==> src/rtl/uart_imem_loader_if.sv <==
// Byte-stream input and imem write bus of uart_imem_loader.
// master: the loader (consumes bytes, drives imem); slave: the surrounding system.
interface uart_imem_loader_if #(
  parameter int ADDR_W = 10
);
  logic              rx_valid;
  logic [7:0]        rx_data;
  logic              rx_break;
  logic              imem_we;
  logic [ADDR_W-1:0] imem_addr;
  logic [31:0]       imem_wdata;

  modport master (
    input  rx_valid, rx_data, rx_break,
    output imem_we, imem_addr, imem_wdata
  );

  modport slave (
    output rx_valid, rx_data, rx_break,
    input  imem_we, imem_addr, imem_wdata
  );
endinterface

==> src/rtl/uart_imem_loader.sv <==
// Boot loader: packs UART bytes LSB-first into 32-bit words, writes them to imem from address 0
// until END_WORD, then releases the core. Optional XOR checksum output under LOADER_CHECKSUM_EN.
module uart_imem_loader #(
  parameter int          ADDR_W       = 10,
  parameter logic [31:0] END_WORD     = 32'hFFFF_FFFF,
  parameter int          BYTE_TIMEOUT = 2000000
) (
  input  logic               clk,
  input  logic               resetn,
  uart_imem_loader_if.master bus,
  output logic               write_done,
  output logic               cpu_resetn,
  output logic               load_err,
  output logic [ADDR_W:0]    word_count
`ifdef LOADER_CHECKSUM_EN
  ,
  output logic [31:0]        checksum
`endif
);

  localparam int              TO_W    = $clog2(BYTE_TIMEOUT + 1);
  localparam logic [TO_W-1:0] TO_LAST = TO_W'(BYTE_TIMEOUT - 1);
  localparam logic [ADDR_W:0] DEPTH   = {1'b1, {ADDR_W{1'b0}}};

  typedef enum logic [1:0] {COLLECT, WRITE, DONE} state_t;

  state_t            state, state_next;
  logic [1:0]        byte_idx;
  logic [31:0]       shift;
  logic [31:0]       assembled;
  logic [TO_W-1:0]   idle_cnt;
  logic [ADDR_W-1:0] ptr;
  logic              accept, complete, full, end_seen;

  // The word as it will look once the byte on rx_data lands in the top lane.
  always_comb begin
    assembled        = shift;
    assembled[31:24] = bus.rx_data;
  end

  assign accept   = (state != DONE) && bus.rx_valid && !bus.rx_break;
  assign complete = accept && (byte_idx == 2'd3);
  assign end_seen = (assembled == END_WORD);
  assign full     = (word_count == DEPTH);

  // NOTE: state is updated with non-blocking assignments so every flop samples pre-edge values.
  always_ff @(posedge clk or negedge resetn) begin
    if (!resetn) state <= COLLECT;
    else         state <= state_next;
  end

  always_comb begin
    state_next = state;
    unique case (state)
      COLLECT: begin
        if (complete) begin
          if (end_seen)   state_next = DONE;
          else if (!full) state_next = WRITE;
        end
      end
      WRITE:   state_next = COLLECT;
      DONE:    state_next = DONE;
      default: state_next = COLLECT;
    endcase
  end

  // NOTE: every output gets a default before the case so no latch can be inferred.
  always_comb begin
    bus.imem_we = 1'b0;
    write_done  = 1'b0;
    cpu_resetn  = 1'b0;
    case (state)
      WRITE: bus.imem_we = 1'b1;
      DONE: begin
        write_done = 1'b1;
        cpu_resetn = 1'b1;
      end
      default: ;
    endcase
  end

  // Byte collection stays live in WRITE so a byte arriving there starts the next word.
  always_ff @(posedge clk or negedge resetn) begin
    if (!resetn) begin
      byte_idx       <= 2'd0;
      shift          <= 32'd0;
      idle_cnt       <= '0;
      ptr            <= '0;
      word_count     <= '0;
      load_err       <= 1'b0;
      bus.imem_addr  <= '0;
      bus.imem_wdata <= 32'd0;
    end else begin
      if (state != DONE) begin
        if (bus.rx_break) begin
          if (byte_idx != 2'd0) load_err <= 1'b1;
          byte_idx <= 2'd0;
          idle_cnt <= '0;
        end else if (bus.rx_valid) begin
          shift[8*byte_idx +: 8] <= bus.rx_data;
          byte_idx               <= byte_idx + 2'd1;
          idle_cnt               <= '0;
        end else if (byte_idx != 2'd0) begin
          if (idle_cnt == TO_LAST) begin
            byte_idx <= 2'd0;
            idle_cnt <= '0;
            load_err <= 1'b1;
          end else begin
            idle_cnt <= idle_cnt + TO_W'(1);
          end
        end else begin
          idle_cnt <= '0;
        end
      end

      if (complete && !end_seen) begin
        if (full) begin
          load_err <= 1'b1;
        end else begin
          bus.imem_wdata <= assembled;
          bus.imem_addr  <= ptr;
        end
      end

      if (state == WRITE) begin
        ptr <= ptr + ADDR_W'(1);
        if (!full) word_count <= word_count + (ADDR_W+1)'(1);
      end
    end
  end

`ifdef LOADER_CHECKSUM_EN
  always_ff @(posedge clk or negedge resetn) begin
    if (!resetn)              checksum <= 32'd0;
    else if (state == WRITE)  checksum <= checksum ^ bus.imem_wdata;
  end
`endif

endmodule
==> src/flat_wrapper.sv <==
// flat-port wrapper written by rule: the top's interface ports become plain ports
module uart_imem_loader_flat 
#(
  parameter int          ADDR_W       = 10,
  parameter logic [31:0] END_WORD     = 32'hFFFF_FFFF,
  parameter int          BYTE_TIMEOUT = 2000000
)
  (clk, resetn, write_done, cpu_resetn, load_err, word_count, bus_rx_valid, bus_rx_data, bus_rx_break, bus_imem_we, bus_imem_addr, bus_imem_wdata);
  uart_imem_loader_if #(.ADDR_W(ADDR_W)) bus_i ();
  input  logic clk;
  input  logic resetn;
  output logic write_done;
  output logic cpu_resetn;
  output logic load_err;
  output logic [ADDR_W:0] word_count;
  input wire logic [$bits(bus_i.rx_valid)-1:0] bus_rx_valid;
  input wire logic [$bits(bus_i.rx_data)-1:0] bus_rx_data;
  input wire logic [$bits(bus_i.rx_break)-1:0] bus_rx_break;
  output wire logic [$bits(bus_i.imem_we)-1:0] bus_imem_we;
  output wire logic [$bits(bus_i.imem_addr)-1:0] bus_imem_addr;
  output wire logic [$bits(bus_i.imem_wdata)-1:0] bus_imem_wdata;
  assign bus_i.rx_valid = bus_rx_valid;
  assign bus_i.rx_data = bus_rx_data;
  assign bus_i.rx_break = bus_rx_break;
  assign bus_imem_we = bus_i.imem_we;
  assign bus_imem_addr = bus_i.imem_addr;
  assign bus_imem_wdata = bus_i.imem_wdata;
  uart_imem_loader #(.ADDR_W(ADDR_W), .END_WORD(END_WORD), .BYTE_TIMEOUT(BYTE_TIMEOUT)) u_core (.clk(clk), .resetn(resetn), .bus(bus_i), .write_done(write_done), .cpu_resetn(cpu_resetn), .load_err(load_err), .word_count(word_count));
endmodule
==> config.mk <==
export PLATFORM = sky130hd
export DESIGN_NAME = uart_imem_loader_flat
export DESIGN_NICKNAME = d
export VERILOG_FILES = /design/src/rtl/uart_imem_loader_if.sv /design/src/rtl/uart_imem_loader.sv /design/src/flat_wrapper.sv
export SDC_FILE = /design/constraint.sdc
export NUM_CORES = 1
export LEC_CHECK = 0
export BUFFER_PORTS_ARGS = -buffer_cell sky130_fd_sc_hd__buf_2
export CAP_MARGIN = 20
export CORE_MARGIN = 4
export CORE_UTILIZATION = 25
export CTS_BUF_LIST = sky130_fd_sc_hd__clkbuf_4
export DETAILED_ROUTE_END_ITERATION = 16
export PLACE_DENSITY = 0.38
export SYNTH_ARGS = -nofsm -noshare
export SYNTH_HDL_FRONTEND = slang
export SYNTH_SLANG_ARGS = --single-unit
==> constraint.sdc <==
create_clock -name clk -period 2.5 [get_ports clk]
set_input_delay 0.5 -clock clk [delete_from_list [all_inputs] [get_ports clk]]
set_output_delay 0.5 -clock clk [all_outputs]
set_load 0.03 [all_outputs]
==> reports/results.ini, run 1 <==
[critical_path]
path_class=reg2out
slowest_stage=dfrtp_1
cp-end-kind=primary output
crit_path_start_kind=flop
crit_chain=nor2b_2 > buf_4 > buf_2
path_delay_family=buffers and inverters
worst-path-buf-inv=2
critPathRequiredTime_ns=2.00
worstPathArrival_ns=1.73
cp_max_fo=20
cpPeakStageDelay_ns=0.43
r2r_slack_ns=0.45

[placed_design]
globalplace.congestion=0.736
pre_cts_slack_ns=0.224
portBuffers=68
dp_hpwl_mm=8.74

[die]
ios=69
initial_core_util_pct=25.3
rows=52
fp.dieW_um=151
core_area_mm2=0.0202
dieArea_mm2=0.0228
die_y_um=151

[run]
drv_cap=0

[timing]
timing_hold_violations_final=0
fin_crit_sh_pct=89.1
worst_slew_pin_slew_ns=0.528
slew_headroom_pct=64.6
fin_skew_ns=0.0181
setup_viol=0
fmax_mhz=449
min_period_ns=2.23
report.final.slew_viol_count=0
tns_ns=0
setup_ws_ns=0.273
rsz0062_at_grt=false
timing.hold.ws_ns=0.253

[grt]
grt_first_pass_wirelength_mm=20.0
antenna_found_initial=0
grt-ovfl-total=0
grt_use_total_pct=11.5
first_global_vias=3576
grt_max_degree=37

[synth]
syn_inst=434
synth_edf_count=0
synth.distinct_cells=41
yosysWarnings=0
ys_seq_area_share_pct=55.4
synth-seq-cells=113
synth_area_per_cell_um2=11.8
syn-num-nets=455
ys.flop_type=dfrtp_1
syn_area_mm2=0.00510
async_reset_ff_share_pct=100

[routing]
vias=3478
ant_nets=0
drt_wl_total_mm=12.1
vias_per_cell=4.31
firstDrtPassIters=4
wl_per_cell_um=15.0
drc=0
first_iter_violations=154

[cts]
cts-root-buf=clkbuf_4
clk_latency_ns=0.53
cts_buffers=17
htree_levels=4
clk_pin_slew_worst_paths_ns=0.12
clockBufferDepth=2
post_cts_buffers=0
cts_resized=0
clock_sinks=113
cts_tree=done

[cells_and_area]
final_util_pct=30.7
nets=545
area_growth_pct=21.5
n_antenna_cell=0
drive_gt1_share_pct=31.1

[power_and_ir_drop]
p_per_area_mw_per_mm2=642
p_leak_nw=3.04
peakVddDrop_uv=233

[outcome]
status=finished clean

[worst_hold_path]
hold_path_class=in2reg

## final cells by class
class / instances / area, µm²
fill: 2139 / 14000
tap: 270 / 338
inverter: 5 / 18.8
timing repair buffer: 85 / 510
multi-input combinational: 302 / 2170
clock inverter: 15 / 209
sequential: 113 / 2830
clock buffer: 17 / 128
## per-layer routing
layer | wire length (µm) | vias to the layer above | track usage [%]
met3 | 420 | 15 | 3.11
met1 | 5900 | 1713 | 15.4
met5 | 0 | - | 0
met2 | 5600 | 52 | 17.5
li1 | - | 1698 | -
met4 | 211 | 0 | 4.62
## kinds of logic (layout without fill, tap and decap cells)
| family | Yosys count | count (layout) | synth area share [%] |
|---|---|---|---|
| AOI/OAI and AO/OA | 33 | 33 | 3.60 |
| xor gates and xnor gates | 36 | 36 | 6.18 |
| adders and majority gates | 9 | 9 | 2.21 |
| buffers and inverters | 19 | 122 | 2.16 |
| DFF | 113 | 113 | 55.4 |
| muxes | 44 | 44 | 12.5 |
| and+or+nand+nor | 180 | 180 | 17.9 |
## placed cells by master, fill, tap and decap left out, drive strengths merged, types with 3 or more instances in the layout
cell        n
and3        6
buf        84
bufinv      4
nor3b       7
mux2       43
clkinvlp    3
inv         8
xor2       18
nand2      77
xnor2      18
nor4        9
and4b       3
nor2       27
nand3      15
nor3        4
dfrtp     113
clkinv      5
clkbuf     17
ha          9
o21ai      28
nand4      21
## cells in the mapped netlist (6+ instances only)
cell type,instances,area [µm²]
ha_1,9,113
xnor2_1,18,158
nor4_1,9,56.3
nand4_1,20,125
nand2_1,77,289
xor2_1,18,158
o21ai_0,28,140
dfrtp_1,113,2830
mux2_4,39,586
nor2_1,26,97.6
and3_1,6,37.5
nand3_1,15,75.1
nor3b_1,6,45.0
## worst reg2reg max path: stages (launching register included)
cell     delay, ns
dfrtp_1       0.41
nand4_1       0.17
nor4_1        0.44
nand2_1       0.18
nand4_4       0.16
buf_12        0.22
mux2_2        0.37
## where the power goes
| part | switching (mW) | internal (mW) |
|---|---|---|
| combinational | 0.252 | 0.148 |
| sequential | 0.0710 | 1.91 |
| clock | 0.789 | 0.806 |
## per-stage QoR
step	instances	cell area [µm²]	power (mW)
2_1_floorplan	434	5100	2.24
3_3_place_gp	774	5850	2.42
3_5_place_dp	774	5850	2.43
4_1_cts	807	6200	4.07
5_1_grt	807	6200	4.20
6_report	807	6200	3.98
## registers in the layout, indices dropped and copies added, names as in the netlist
name,flops
u_core.bus.imem_wdata,32
u_core.shift,24
u_core.ptr,10
u_core.idle_cnt,21
u_core.byte_idx,2
u_core.state,2
u_core.word_count,11
u_core.bus.imem_addr,10
u_core.load_err,1
## path summary, 6_finish.rpt
| kind | cells past startpoint | endpoint | startpoint |
|---|---|---|---|
| max | 3 | write_done | u_core.state[1] |
| min | 3 | u_core.shift[21] | bus_rx_data[5] |
| max reg2reg | 6 | u_core.bus.imem_wdata[16] | u_core.shift[6] |
| min reg2reg | 1 | u_core.ptr[9] | u_core.ptr[9] |
| max in group asynchronous | 3 | u_core.bus.imem_wdata[5] | resetn |
| min in group asynchronous | 2 | u_core.word_count[7] | resetn |
## timing repair
item,in CTS,in global routing
endpoints found under the hold margin,26,0
hold buffers,1,0
setup endpoints to repair,0,0
Power figures use the tool's default switching activity.
==> run 2, diff against run 1 <==
--- a/config.mk
+++ b/config.mk
@@ -8,10 +8,10 @@
 export BUFFER_PORTS_ARGS = -buffer_cell sky130_fd_sc_hd__buf_2
 export CAP_MARGIN = 20
 export CORE_MARGIN = 4
-export CORE_UTILIZATION = 25
-export CTS_BUF_LIST = sky130_fd_sc_hd__clkbuf_4
+export CORE_UTILIZATION = 57
+export CTS_BUF_LIST = sky130_fd_sc_hd__clkbuf_16
 export DETAILED_ROUTE_END_ITERATION = 16
-export PLACE_DENSITY = 0.38
+export PLACE_DENSITY = 0.76
 export SYNTH_ARGS = -nofsm -noshare
 export SYNTH_HDL_FRONTEND = slang
 export SYNTH_SLANG_ARGS = --single-unit
==> constraint.sdc (replaced) <==
create_clock -name clk -period 2.4 [get_ports clk]
set_input_delay 0.48 -clock clk [delete_from_list [all_inputs] [get_ports clk]]
set_output_delay 0.48 -clock clk [all_outputs]
set_load 0.03 [all_outputs]
==> run 2 against run 1 <==
Effect of this change: wire length is 12% lower; final cell count is 21% lower; hold slack worse by 0.24 ns; combinational power hardly changed; utilization is 40 points higher; die area is 54% lower; clock-buffer cell count stayed put; final area is 0.10% lower; global-route usage is 11 points higher; via count is 1.6% higher; non-clock buffer count is 5 lower; register-to-register slack worse by 0.15 ns; critical endpoint is now u_core.idle_cnt[10].
==> reports/results.ini, run 2 (synthesized netlist as in run 1, its figures left out) <==
[timing]
worst_slew_pin_slew_ns=0.495
fin_crit_sh_pct=87.6
slew_headroom_pct=66.9
setup_ws_ns=0.298
fin_skew_ns=0.00723
fmax_mhz=476
setup_viol=0
tns_ns=0
min_period_ns=2.10
rsz0062_at_grt=false
timing_hold_violations_final=0
report.final.slew_viol_count=0

[grt]
met1_usage_pct=29.2
grt_max_degree=57
grt_use_met2_pct=34.3
grt_use_total_pct=22.1
grt_first_pass_wirelength_mm=17.7
antenna_found_initial=0
busiest_layer=met2
grt-ovfl-total=0
first_global_vias=3559
grt_util_met3_pct=6.16

[power_and_ir_drop]
peakVddDrop_uv=415
p_per_area_mw_per_mm2=777
internal_power_mw=3.57
combPwrFrac_pct=8.3
power_frac_seq_pct=43.0
p_clk_share_pct=48.7
p_leak_nw=3.12
p_sw_share_pct=25.8
power_switching_mw=1.24

[die]
dieArea_mm2=0.0105
initial_core_util_pct=58.5
fp.dieW_um=103
die_y_um=103
core_area_mm2=0.00872
rows=34
ios=69

[routing]
ant_nets=0
first_iter_violations=134
firstDrtPassIters=4
wl_per_cell_um=16.7
drc=0
drt_wl_total_mm=10.7
vias_per_cell=5.52
vias=3532

[cells_and_area]
largest_reg_flops=32
fill_cells=607
final_area_mm2=0.00619
area_growth_pct=21.3
layout_commonest_cell=dfrtp_1
drive_gt1_share_pct=30.6
top_regs=u_core.bus.imem_wdata x32, u_core.shift x24, u_core.idle_cnt x21
n_antenna_cell=0
mostFrequentLayoutCells=dfrtp_1, nand2_1, buf_2
nets=540
largest-register=u_core.bus.imem_wdata

[cts]
clk_pin_slew_worst_paths_ns=0.06
clock_sinks=113
postCtsHoldBufs=0
htree_levels=4
cts-root-buf=clkbuf_16
post_cts_buffers=0
clk_latency_ns=0.41
clockBufferDepth=2
cts_tree=done
cts_buffers=17
cts_resized=0

[critical_path]
path_class=reg2reg
crit_chain=inv_1 > ha_1 > or3_1 > a31oi_2 > nor2_2 > buf_4 > nor2_1
cp-end-kind=flop
cp_max_fo=17
r2r_slack_ns=0.30
cpPeakStageDelay_ns=0.47
critPathRequiredTime_ns=2.74
crit_path_start_kind=flop
slowest_stage=or3_1
worstPathArrival_ns=2.44

[run]
drv_cap=0

[outcome]
status=finished clean

[worst_hold_path]
hold_path_class=in2async

[placed_design]
dp_hpwl_mm=7.37
dpl_cell_area_mm2=0.00563
globalplace.congestion=0.947
portBuffers=68
pre_cts_slack_ns=0.261

run 2: changes by cell type in the layout (fill, tap and decap cells not counted):
cell	change
buf_4	-5
clkbuf_16	+17
bufinv_16	-3
dlygate4sd3_1	-1
clkinv_4	-1
clkbuf_4	-17
clkinvlp_4	+2
clkinv_2	+2
buf_12	+1
run 2: area by class of cell:
class	count	area, µm²	share of cell area (%)
sequential	113	2830	45.6
clock buffer	17	425	6.87
timing repair buffer	80	483	7.80
multi-input combinational	302	2170	35.0
inverter	5	18.8	0.303
clock inverter	15	135	2.18
tap	108	135	2.18
run 2: power groups by stage:
stage	combinational (mW)	sequential, mW	clock (mW)
after floorplan	0.159	2.17	0
after global placement	0.391	2.10	0
after detailed placement	0.400	2.10	0
after CTS	0.403	2.07	2.37
after global routing	0.438	2.08	2.46
final	0.398	2.07	2.34
run 2: per-layer routing:
metal / wire (µm) / part of all wire (%)
met1: 4820 / 45
met2: 5030 / 47
met3: 594 / 5.6
met4: 248 / 2.3
met5: 0 / 0
run 2: worst paths after layout:
check / from / cells after the start / to
hold / removal: resetn / 1 / u_core.bus.imem_wdata[3]
setup / recovery: u_core.byte_idx[0] / 7 / u_core.idle_cnt[10]
setup reg to reg: u_core.byte_idx[0] / 7 / u_core.idle_cnt[10]
hold reg to reg: u_core.load_err / 1 / u_core.load_err
max in group asynchronous: resetn / 2 / u_core.idle_cnt[7]
min in group clk: bus_rx_data[5] / 3 / u_core.shift[5]
run 2: critical path: cells and delay by family (launching register included):
kind / cells / cell delay, ns
adder cells (fa/ha/maj): 1 / 0.30
AND/OR/NAND/NOR: 3 / 0.65
flip-flops: 1 / 0.44
buffers and inverters: 2 / 0.34
AO/OA/AOI/OAI: 1 / 0.30
run 2: metrics by stage:
stage	utilization [%]	total power [mW]	instances	hold WS, ns
3_3_place_gp	64.6	2.49	608	0.450
6_report	71.0	4.81	640	0.0149
4_1_cts	71.0	4.85	640	0.0245
5_1_grt	71.0	4.99	640	0.0435
3_5_place_dp	64.6	2.50	608	0.453
2_1_floorplan	-	2.33	434	0.184
